## src/rtl/mux_scan_n_1.sv

```systemverilog
// N:1 channel multiplexer with a one-deep registered output slot and valid/ready handshake.
// The channel is chosen by Select_In (manual) or by a round-robin scan pointer that dwells DWELL_CYCLES per channel.
module mux_scan_n_1 #(
    parameter int DATA_WIDTH   = 8,
    parameter int NUM_CHANNELS = 4,
    parameter int SEL_WIDTH    = 2,
    parameter int DWELL_CYCLES = 4
) (
    input  logic                               Clock_In,
    input  logic                               Reset_n_In,
    input  logic                               Enable_In,
    input  logic                               Mode_In,
    input  logic [SEL_WIDTH-1:0]               Select_In,
    input  logic [NUM_CHANNELS*DATA_WIDTH-1:0] Data_In,
    input  logic                               Ready_In,
    output logic [DATA_WIDTH-1:0]              Data_Out,
    output logic [SEL_WIDTH-1:0]               Channel_Out,
    output logic                               Valid_Out,
    output logic                               Select_Error_Out
);

    typedef enum logic [1:0] {
        DISABLED,
        MANUAL,
        SCAN_COUNT,
        SCAN_STALL
    } state_e;

    localparam int unsigned           NUM_CH_U   = NUM_CHANNELS;
    localparam logic [SEL_WIDTH-1:0]  LAST_CH    = SEL_WIDTH'(NUM_CHANNELS - 1);
    localparam logic [15:0]           DWELL_LAST = 16'(DWELL_CYCLES - 1);

    logic [1:0]            rst_sync_q;
    state_e                state_q, state_d;
    logic [SEL_WIDTH-1:0]  ptr_q, ptr_d;
    logic [15:0]           cnt_q, cnt_d;
    logic [DATA_WIDTH-1:0] data_q, data_d;
    logic [SEL_WIDTH-1:0]  chan_q, chan_d;
    logic                  valid_q, valid_d;
    logic                  sel_err_q, sel_err_d;

    logic                  active;
    logic                  slot_free;
    logic                  sel_ok;
    logic                  cap;
    logic [SEL_WIDTH-1:0]  cap_ch;
    logic [SEL_WIDTH-1:0]  ptr_next;
    logic [DATA_WIDTH-1:0] cap_data;

    assign active    = rst_sync_q[1];
    assign slot_free = !valid_q || Ready_In;
    assign sel_ok    = 32'(Select_In) < NUM_CH_U;
    assign ptr_next  = (ptr_q == LAST_CH) ? '0 : ptr_q + 1'b1;

    always_comb begin
        cap_data = '0;
        for (int unsigned k = 0; k < NUM_CH_U; k++) begin
            if (32'(cap_ch) == k) begin
                cap_data = Data_In[k*DATA_WIDTH +: DATA_WIDTH];
            end
        end
    end

    // A cycle in which Mode_In disagrees with the current state only switches state; it never captures.
    always_comb begin
        state_d   = state_q;
        ptr_d     = ptr_q;
        cnt_d     = cnt_q;
        data_d    = data_q;
        chan_d    = chan_q;
        valid_d   = valid_q;
        sel_err_d = 1'b0;
        cap       = 1'b0;
        cap_ch    = ptr_q;

        if (!active || !Enable_In) begin
            state_d = DISABLED;
            ptr_d   = '0;
            cnt_d   = '0;
            valid_d = 1'b0;
        end else begin
            case (state_q)
                DISABLED: begin
                    state_d = Mode_In ? SCAN_COUNT : MANUAL;
                    ptr_d   = '0;
                    cnt_d   = '0;
                end
                MANUAL: begin
                    if (Mode_In) begin
                        state_d = SCAN_COUNT;
                        ptr_d   = '0;
                        cnt_d   = '0;
                    end else if (sel_ok) begin
                        cap    = slot_free;
                        cap_ch = Select_In;
                    end else begin
                        sel_err_d = 1'b1;
                    end
                end
                SCAN_COUNT: begin
                    if (!Mode_In) begin
                        state_d = MANUAL;
                        ptr_d   = '0;
                        cnt_d   = '0;
                    end else if (cnt_q == DWELL_LAST) begin
                        if (slot_free) begin
                            cap   = 1'b1;
                            ptr_d = ptr_next;
                            cnt_d = '0;
                        end else begin
                            state_d = SCAN_STALL;
                        end
                    end else begin
                        cnt_d = cnt_q + 16'd1;
                    end
                end
                SCAN_STALL: begin
                    if (!Mode_In) begin
                        state_d = MANUAL;
                        ptr_d   = '0;
                        cnt_d   = '0;
                    end else if (slot_free) begin
                        cap     = 1'b1;
                        ptr_d   = ptr_next;
                        cnt_d   = '0;
                        state_d = SCAN_COUNT;
                    end
                end
                default: state_d = DISABLED;
            endcase

            if (cap) begin
                data_d  = cap_data;
                chan_d  = cap_ch;
                valid_d = 1'b1;
            end else if (slot_free) begin
                valid_d = 1'b0;
            end
        end
    end

    // rst_sync_q keeps the controller parked in DISABLED for two edges after reset release.
    always_ff @(posedge Clock_In or negedge Reset_n_In) begin
        if (!Reset_n_In) begin
            rst_sync_q <= '0;
            state_q    <= DISABLED;
            ptr_q      <= '0;
            cnt_q      <= '0;
            data_q     <= '0;
            chan_q     <= '0;
            valid_q    <= 1'b0;
            sel_err_q  <= 1'b0;
        end else begin
            rst_sync_q <= {rst_sync_q[0], 1'b1};
            state_q    <= state_d;
            ptr_q      <= ptr_d;
            cnt_q      <= cnt_d;
            data_q     <= data_d;
            chan_q     <= chan_d;
            valid_q    <= valid_d;
            sel_err_q  <= sel_err_d;
        end
    end

    assign Data_Out         = data_q;
    assign Channel_Out      = chan_q;
    assign Valid_Out        = valid_q;
    assign Select_Error_Out = sel_err_q;

endmodule
```

## config.mk

```make
export PLATFORM = sky130hd
export DESIGN_NAME = mux_scan_n_1
export DESIGN_NICKNAME = d
export VERILOG_FILES = /design/src/rtl/mux_scan_n_1.sv
export SDC_FILE = /design/constraint.sdc
export NUM_CORES = 1
export LEC_CHECK = 0
export CORE_ASPECT_RATIO = 1.4
export CORE_MARGIN = 2
export CORE_UTILIZATION = 45
export CTS_CLUSTER_SIZE = 16
export DETAILED_ROUTE_END_ITERATION = 6
export GPL_ROUTABILITY_DRIVEN = 0
export PLACE_DENSITY = 0.82
export SETUP_SLACK_MARGIN = 0.3
export SYNTH_ARGS = -nofsm -noshare
export SYNTH_HDL_FRONTEND = slang
export SYNTH_SLANG_ARGS = --single-unit
```

## constraint.sdc

```tcl
create_clock -name Clock_In -period 1.74 [get_ports Clock_In]
set_clock_uncertainty 0.05 [all_clocks]
set_input_delay 0.435 -clock Clock_In [delete_from_list [all_inputs] [get_ports Clock_In]]
set_output_delay 0.435 -clock Clock_In [all_outputs]
set_load 0.01 [all_outputs]
```

==> results by group, run 1 <==
Critical path
  • Crit path max fanout: 6
  • Critical Path Max Stage Delay: 0.44 ns
  • Worst Setup EP: cnt_q[6]
  • Crit end category: register
  • WP data arrival: 2.15 ns
  • Worst path cell trace: nor3_1, nand4_1, buf_6, buf_6, nand3_4, nor3_4, o22a_1
  • Worst reg-to-reg path cell count: 7
  • Most frequent CP cell: buf_6
  • Largest delay share family, worst path: simple AND/OR/NAND/NOR gates
  • Setup crit start kind: register
  • Stages on worst setup path: 7
  • Crit path kind: register to register
  • Worst Path Buf+Inv: 2
  • Reg2reg end: cnt_q[6]
  • FF-to-FF Start: cnt_q[13]
  • Reg2reg setup slack: -0.29 ns
  • CP max stage cell: nor3_1
  • CP Launch Point: cnt_q[13]
  • Worst path required time: between 1.5 and 2 ns

Clock tree
  • CTS Sinks: 33
  • CTS buffer count: 5
  • Clk Latency, worst-skew pair: 0.31 ns
  • CTS tree: built
  • CTS clock-pin slew for the worst setup and hold paths: around 0.080 ns
  • Max Buffers Root-to-Sink: 2
  • Root Buffer: clkbuf_8
  • H-tree depth: 2
  • CTS Hold Bufs: 0

GRT
  • Number of global-route vias before repair: 2790
  • Grt ovf: 0
  • Tot GR Track Use: between 30% and 40%
  • First-pass GRT wire length: 13500 um
  • Initial antenna violation count: 0
  • Largest net degree at the start of global routing: 34

Cells and area
  • # diodes: 0
  • NumNets Final: between 400 and 500
  • Area grow syn2layout: 77.2%
  • Area occupied by multi-input gates: 1690 um^2
  • Share of cells above drive strength 1: roughly 45%
  • Fillers: 257
  • Register area: 827 um^2

Status
  • Outcome: complete, but fails checks
  • Failing checks: negative setup slack

Synth
  • Ys flop type: dfrtp_1
  • Synthesized cell area: 2160 um^2
  • Ys Warns: 0
  • Synth top cells by count: 43 x nand2_1, 33 x dfrtp_1, 14 x o21ai_0
  • #FFs+latches synth: 33
  • EDFF count, synth: 0
  • Synth Instances: ~250
  • Post-synthesis net count: 292
  • Synthesized area per cell: about 9 um^2
  • Share of the synthesized area in the top cell type: 38.3%
  • Synth cell types: 56
  • Sequential area share after synthesis: 38.3%
  • Top-count cell post-synth: nand2_1
  • Asr flop ratio synth: 100%
  • Synth area leaders: dfrtp_1 38%, nand2_1 7.5%, ha_1 3.5%, o21ai_0 3.2%, a21oi_1 3.0%
  • Yosys top cell by area: dfrtp_1

Timing
  • Fin crit period: roughly 2.0 ns
  • Hold Fails Final Rpt: 0
  • Fin crit share: 117%
  • TNS Setup: -5.86 ns
  • Worst Tran Pin Value: 0.537 ns
  • Final Max Tran Viols: 0
  • Relative max-transition margin: between 60 and 70%
  • Setup-failing EPs final: 29
  • Fmax: 0.492 GHz
  • Final WS setup: -0.293 ns
  • RSZ-0062 raised after global routing: yes

Route
  • Via/cell ratio: 6.30
  • Routed WL per cell: between 20 and 25 um
  • First-pass DRT Iterations: 6
  • Starting DRT DRC Count: around 180
  • Via count: between 2000 and 3000
  • Final WL: roughly 9200 um
  • Routed Antenna Nets: 0
  • Post-route DRC: 0

Run
  • Max_cap viols: 0

Die
  • Standard-cell rows: 29
  • Die area: 5370 um^2
  • Core Box Area: 4570 um^2
  • Die width: 62.5 um
  • Starting Density: 47.2%
  • I/O pins: between 50 and 60
  • Die H: 85.9 um

Pwr
  • Peak supply drop: between 0.4 and 0.5 mV
  • Leakage: 1.69 nW
  • PD cells: 501 nW/um^2
  • Total power: 0.00192 W

Place
  • Post-DP HPWL: a little under 5000 um
  • Buffers on Ports: 49

Min path
  • HP Start: rst_sync_q[0]
  • Hold crit path type: register to register
## stage by stage
stage	setup WS [ns]	cells	cell area [um^2]	hold WS, ns	util (%)
2_1_floorplan	-0.0591	247	2250	0.0894	-
3_3_place_gp	-0.467	406	3210	0.282	70.3
3_5_place_dp	-0.522	406	3210	0.286	70.3
4_1_cts	-0.125	425	3650	0.301	79.9
5_1_grt	-0.331	430	3820	0.304	83.7
6_report	-0.293	430	3820	0.304	83.7
## worst reg2reg max path, stage by stage (launching register included)
cell	delay, ns
dfrtp_1	0.43
nor3_1	0.44
nand4_1	0.26
buf_6	0.20
buf_6	0.12
nand3_4	0.16
nor3_4	0.07
o22a_1	0.18
## area by class of cell
| cell class | count | share of cell area (%) |
|---|---|---|
| multi-input combinational | 197 | 44.1 |
| timing repair buffer | 125 | 29.4 |
| sequential | 33 | 21.6 |
| clock buffer | 7 | 2.26 |
| tap | 62 | 2.03 |
| inverter | 6 | 0.589 |
## what timing repair did
item                       in CTS  in global routing
setup buffers                   9                  5
resized for setup              90                 38
setup endpoints to repair      42                 37
hold endpoints to repair        0                  0
pin swaps                      31                 26
cloned                          3                  0
## registers in the layout (all words and copies together) (netlist names)
signal and cells:
ptr_q 2, cnt_q 16, Channel_Out 2, Valid_Out 1, state_q 2, Data_Out 8
rst_sync_q 2
## power breakdown
part | internal, W | switching (W) | leakage, nW | total (W)
Clock | 0.000315 | 0.000324 | 0.0443 | 0.000639
Combinational | 0.000228 | 0.000201 | 1.20 | 0.000428
Sequential | 0.000816 | 0.0000333 | 0.447 | 0.000849
## cell families (layout without fill, tap and decap cells)
group	count (synthesis)	count (layout)	synth area share, %
AO/OA/AOI/OAI	74	74	23.6
XOR/XNOR	1	1	0.406
adder cells (fa/ha/maj)	6	6	3.48
buffers and inverters	17	138	3.48
flip-flops	33	33	38.3
multiplexers	9	9	5.10
other	2	2	0.348
AND/OR/NAND/NOR	105	105	25.3
## routing by layer
layer | wire [um] | vias to the layer above | track usage (%)
met5 | 0 | - | 0
met4 | 649 | 0 | 20.8
met3 | 619 | 68 | 7.22
met2 | 4730 | 192 | 58.4
met1 | 3180 | 1298 | 33.3
li1 | - | 1153 | -
## placed cells by master, fill, tap and decap left out, types with 6 or more instances in the layout
master           Yosys  final
dfrtp_1             33     32
nor2_1              12      6
buf_6                0     15
clkbuf_8             0      6
o21ai_1              6      6
nand2_1             43     36
buf_4                1     57
o21ai_2              0      6
a21oi_1             13      8
clkdlybuf4s50_1      0     36
clkdlybuf4s15_1      0      6
o21ai_0             14      7
nand2_2              0      6
## worst min-delay path by stage
stage | end | slack, ns | cells past startpoint
global route | rst_sync_q[1] | 0.30 | 0
finish | rst_sync_q[1] | 0.30 | 0
global placement | rst_sync_q[1] | 0.28 | 0
detailed placement | rst_sync_q[1] | 0.29 | 0
floorplan | Channel_Out[0] | 0.09 | 0
CTS | rst_sync_q[1] | 0.30 | 0
Power figures use the tool's default switching activity.
==> run 2, diff against run 1 <==
- PLACE_DENSITY: 0.82 -> 0.81
==> run 2 against run 1 <==
The run still ends with negative setup slack left. Count of clock-buffer cells in the layout is 1 higher. First-iteration DRC count rose by 44%. Combinational power rose by 4%. Clock power fell by 9.4%. Largest cell class unchanged.
==> results by group, run 2 (synthesized netlist as in run 1, its figures left out) <==
Die
  • Core Box Area: 4570 um^2 (unchanged)
  • Die area: 5370 um^2 (unchanged)
  • Standard-cell rows: 29 (unchanged)
  • Die width: 62.5 um (unchanged)
  • Die H: 85.9 um (unchanged)
  • I/O pins: 51 (unchanged)
  • Starting Density: 47.2% (unchanged)

Clock tree
  • CTS buffer count: 5 (unchanged)
  • Root Buffer: clkbuf_8 (unchanged)
  • Max Buffers Root-to-Sink: 2 (unchanged)
  • H-tree depth: 2 (unchanged)
  • CTS Sinks: 33 (unchanged)
  • Clk Latency, worst-skew pair: 0.30 ns (was 0.31 ns)
  • CTS clock-pin slew for the worst setup and hold paths: 0.07 ns (was 0.08 ns)
  • CTS tree: built (unchanged)

Pwr
  • PD cells: 470 nW/um^2 (was 501 nW/um^2)
  • Peak supply drop: 0.390 mV (was 0.487 mV)
  • Total power: 0.00188 W (was 0.00192 W)
  • Leakage: 1.72 nW (was 1.69 nW)

Route
  • Via/cell ratio: 6.08 (was 6.30)
  • Final WL: 9150 um (was 9170 um)
  • Routed WL per cell: 20.8 um (was 21.3 um)
  • Starting DRT DRC Count: 256 (was 178)
  • Via count: 2671 (was 2711)
  • Post-route DRC: 0 (unchanged)
  • First-pass DRT Iterations: 7 (was 6)
  • Routed Antenna Nets: 0 (unchanged)

Cells and area
  • Fillers: 218 (was 257)
  • # diodes: 0 (unchanged)
  • Number of flip-flops in the largest register: 16 (unchanged)
  • Area grow syn2layout: 85.2% (was 77.2%)
  • Share of cells above drive strength 1: 48.8% (was 44.6%)
  • Post-layout util: 87.4% (was 83.7%)
  • NumNets Final: 421 (was 413)
  • Most flops, register: cnt_q (unchanged)
  • Most common cell after layout, fill and taps aside: buf_4 (unchanged)
  • Most frequent cells in the layout: 61 x buf_4, 35 x clkdlybuf4s50_1, 33 x nand2_1 (was 57 x buf_4, 36 x nand2_1, 36 x clkdlybuf4s50_1)

Min path
  • Hold crit path type: register to register (unchanged)

GRT
  • Largest net degree at the start of global routing: 34 (unchanged)
  • Initial antenna violation count: 0 (unchanged)
  • Number of global-route vias before repair: 2753 (was 2790)
  • First-pass GRT wire length: 13200 um (was 13500 um)
  • Tot GR Track Use: 31.6% (was 32.2%)
  • Grt ovf: 0 (unchanged)

Timing
  • Final Max Tran Viols: 0 (unchanged)
  • Final WS setup: -0.215 ns (was -0.293 ns)
  • Worst Hold Slack: 0.332 ns (was 0.304 ns)
  • Setup-failing EPs final: 25 (was 29)
  • Fmax: 0.512 GHz (was 0.492 GHz)
  • Fin crit period: 1.95 ns (was 2.03 ns)
  • Hold Fails Final Rpt: 0 (unchanged)
  • RSZ-0062 raised after global routing: yes (unchanged)
  • Fin crit share: 112% (was 117%)

Place
  • Buffers on Ports: 49 (unchanged)
  • Post-DP HPWL: 5020 um (was 4820 um)

Critical path
  • Crit path kind: register to register (unchanged)
  • Setup crit start kind: register (unchanged)
  • Worst path required time: 1.87 ns (was 1.86 ns)
  • WP data arrival: 2.09 ns (was 2.15 ns)
  • Crit end category: register (unchanged)
  • Crit path max fanout: 3 (was 6)

Status
  • Failing checks: negative setup slack (unchanged)
  • Outcome: complete, but fails checks (unchanged)

Run
  • Max_cap viols: 0 (unchanged)
-- run 2: cell count changes in the layout (fill, tap and decap cells not counted), sizes merged --
cell,change
clkbuf,-2
clkdlybuf4s15,+2
clkdlybuf4s50,-1
dlymetal6s2s,+1
buf,+9
-- run 2: final cells by class --
class / count / area, um^2 / share of cell area (%)
Sequential cell: 33 / 827 / 20.7
Multi-Input combinational cell: 197 / 1760 / 44.1
Tap cell: 62 / 77.6 / 1.94
Inverter: 6 / 22.5 / 0.564
Timing Repair Buffer: 133 / 1230 / 30.7
Clock buffer: 8 / 80.1 / 2.00
-- run 2: per-layer routing --
layer	share of wire (%)	global-route usage, %	up-vias
li1	-	-	1171
met1	34	30.4	1260
met4	8.6	21.6	0
met2	51	59.0	172
met3	6.4	7.22	68
met5	0	0	-
-- run 2: worst paths after layout --
path                                from       endpoint  slack (ns)  cells after the start
setup / recovery                cnt_q[6]       cnt_q[0]       -0.21                      8
hold / removal             rst_sync_q[0]  rst_sync_q[1]        0.33                      0
setup reg to reg                cnt_q[6]       cnt_q[0]       -0.21                      8
hold reg to reg            rst_sync_q[0]  rst_sync_q[1]        0.33                      0
max in group asynchronous     Reset_n_In       cnt_q[4]        0.99                      2
min in group asynchronous     Reset_n_In     state_q[1]        0.45                      2
-- run 2: critical path, stage by stage (launching register included) --
cell      delay (ns)
dfrtp_1         0.41
nor4_2          0.29
buf_4           0.17
buf_4           0.11
and4_4          0.24
buf_4           0.11
a21oi_2         0.04
nand2b_4        0.15
a311oi_2        0.27
-- run 2: repair_timing --
action                     CTS  global route
cloned                       2             1
buffers inserted            11            13
hold buffers                 0             0
setup endpoints to repair   42            36
resized for setup           91            61
pin swaps                   32            19
-- run 2: report_power, final --
| group | total (W) | switching [W] | internal (W) |
|---|---|---|---|
| Sequential | 0.000851 | 0.0000352 | 0.000816 |
| Clock | 0.000579 | 0.000295 | 0.000284 |
| Combinational | 0.000446 | 0.000201 | 0.000245 |
| Total | 0.00188 | 0.000531 | 0.00135 |
-- run 2: per-stage QoR --
stage	std cells	TNS (ns)	worst slack (ns)	area [um^2]
detailed placement	404	-10.83	-0.516	3200
CTS	425	-1.39	-0.144	3650
floorplan	247	-0.483	-0.0591	2250
finish	439	-2.91	-0.215	4000
global route	439	-4.76	-0.260	4000
global placement	404	-9.34	-0.451	3200
==> RTL change (settings of run 1) <==
The 4 states of `state_e` get a one-hot encoding in 4 bits.
--- a/src/rtl/mux_scan_n_1.sv
+++ b/src/rtl/mux_scan_n_1.sv
@@ -21,7 +21,7 @@
 
-    typedef enum logic [1:0] {
-        DISABLED,
-        MANUAL,
-        SCAN_COUNT,
-        SCAN_STALL
+    typedef enum logic [3:0] {
+        DISABLED   = 4'b0001,
+        MANUAL     = 4'b0010,
+        SCAN_COUNT = 4'b0100,
+        SCAN_STALL = 4'b1000
     } state_e;
Formal check against the unedited RTL: no difference found for any inputs over 10 cycles, from zero or initial values and one cycle with Reset_n_In low; not proved beyond that.
==> RTL change against run 1 <==
The flow still finishes with violations (setup timing). Core utilization up 0.63 points. Design area rose by 6.7%. Power grew 3.4%. Setup slack lost 0.27 ns. Synthesized area increased by 4.1%. Worst hold slack better by 0.0086 ns. Non-clock buffer count is 27 higher. Sequential share of layout area fell by 0.13 points. Wire length is 17% higher. Sequential cell count is 2 higher. Synthesized cell count is 8.9% higher. Largest cell class unchanged.
==> RTL change: results (changes against run 1) <==
DP HPWL -> 5297 um (was 4816 um)
Final setup viols -> 32 (was 29)
Netlist cell types -> 55 (was 56)
Final WS setup -> -0.5610 ns (was -0.2931 ns)
largest net degree at the start of global routing -> 36 (was 34)
WL/cell -> 22.40 um (was 21.33 um)
crit path max fanout -> 8 (was 6)
R2R Path End -> Data_Out[0]$_DFFE_PN0P_ (was cnt_q[6]$_DFFE_PN0P_)
GRT Total Usage -> 35.79% (was 32.23%)
failing checks -> setup timing (unchanged)
status -> complete, but fails checks (unchanged)
1st-iter DRT viols -> 313 (was 178)
vias in the first global route -> 3068 (was 2790)
Worst path max stage delay -> 0.37 ns (was 0.44 ns)
Synth Net Count -> 309 (was 292)
FF-to-FF setup slack -> -0.56 ns (was -0.29 ns)
final net count -> 453 (was 413)
Peak supply drop -> 0.3400 mV (was 0.4866 mV)
slowest CP cell -> dfrtp_1 (was nor3_1)
worst path arrival time -> 2.44 ns (was 2.15 ns)
via/cell ratio -> 6.458 (was 6.305)
Crit path max-delay family -> compound AO/OA/AOI/OAI gates (was simple AND/OR/NAND/NOR gates)
Cells after Synth -> 269 (was 247)
leak pwr -> 0.001760 uW (was 0.001692 uW)
commonest cells in the netlist -> 38 x nand2_1, 34 x dfrtp_1, 31 x o21ai_0 (was 43 x nand2_1, 33 x dfrtp_1, 14 x o21ai_0)
proportion of layout cells with a drive suffix above 1 -> 45.89% (was 44.57%)
GRT Residual Overflow -> 0 (unchanged)
post-synthesis sequential area ratio -> 39.03% (was 38.26%)
global-route wire length before repair -> 15170 um (was 13460 um)
launch point of the worst reg-to-reg path -> cnt_q[0]$_DFFE_PN0P_ (was cnt_q[13]$_DFFE_PN0P_)
## RTL change: per-stage QoR
stage          setup TNS, ns  worst slack, ns
2_1_floorplan         -10.82          -0.5955
3_3_place_gp          -17.51          -0.6710
3_5_place_dp          -19.23          -0.7591
4_1_cts               -5.413          -0.3763
5_1_grt               -13.43          -0.6734
6_report              -10.55          -0.5610
## RTL change: per-layer routing
| layer | routed length (um) | track usage, % | share of wire [%] | up-vias |
|---|---|---|---|---|
| li1 | - | - | - | 1276 |
| met1 | 3537 | 37.57 | 33 | 1421 |
| met2 | 5321 | 63.73 | 50 | 293 |
| met3 | 936 | 7.326 | 8.7 | 97 |
| met4 | 913 | 25.49 | 8.5 | 0 |
| met5 | 0 | 0 | 0 | - |
## RTL change: power breakdown
part / total [uW] / internal [uW] / switching [uW]
clock: 803 / 464 / 339
sequential: 845 / 830 / 14.5
combinational: 334 / 175 / 159
## RTL change: cells by family (layout without fill, tap and decap cells)
| family | count (synthesis) | in the layout | synth area share, % |
|---|---|---|---|
| multiplexers | 9 | 9 | 4.065 |
| adder cells (fa/ha/maj) | 1 | 1 | 0.5567 |
| XOR/XNOR | 2 | 2 | 0.7797 |
| flip-flops | 35 | 35 | 39.03 |
| AO/OA/AOI/OAI | 95 | 95 | 26.84 |
| AND/OR/NAND/NOR | 98 | 98 | 22.61 |
| other | 2 | 2 | 0.3342 |
| buffers and inverters | 27 | 172 | 5.790 |
## RTL change: worst max path at each step
stage                            from                       to  slack, ns  depth (start not counted)
2_1_floorplan  state_q[3]$_DFFE_PN0P_  Data_Out[3]$_DFFE_PN0P_      -0.60                          9
3_3_place_gp                  Mode_In     cnt_q[6]$_DFFE_PN0P_      -0.67                          7
4_1_cts        state_q[3]$_DFFE_PN0P_  Data_Out[6]$_DFFE_PN0P_      -0.38                          7
5_1_grt          cnt_q[2]$_DFFE_PN0P_     cnt_q[3]$_DFFE_PN0P_      -0.67                          7
6_report         cnt_q[0]$_DFFE_PN0P_  Data_Out[0]$_DFFE_PN0P_      -0.56                          7
3_5_place_dp                  Mode_In  Data_Out[7]$_DFFE_PN0P_      -0.76                         10
## RTL change: repair_timing
| item | in CTS | in global routing |
|---|---|---|
| gates cloned | 0 | 1 |
| gates resized for setup | 99 | 56 |
| hold buffers | 0 | 0 |
| setup buffers | 13 | 7 |
| pin swaps | 26 | 17 |
| setup endpoints to repair | 44 | 42 |
## RTL change: final cells by class
class	instances	area, sq um
Fill cell	223	760.7
Timing Repair Buffer	152	1313
Inverter	12	45.04
Clock inverter	2	35.03
Sequential cell	35	877.1
Tap cell	64	80.08
Multi-Input combinational cell	207	1649
Clock buffer	6	82.58
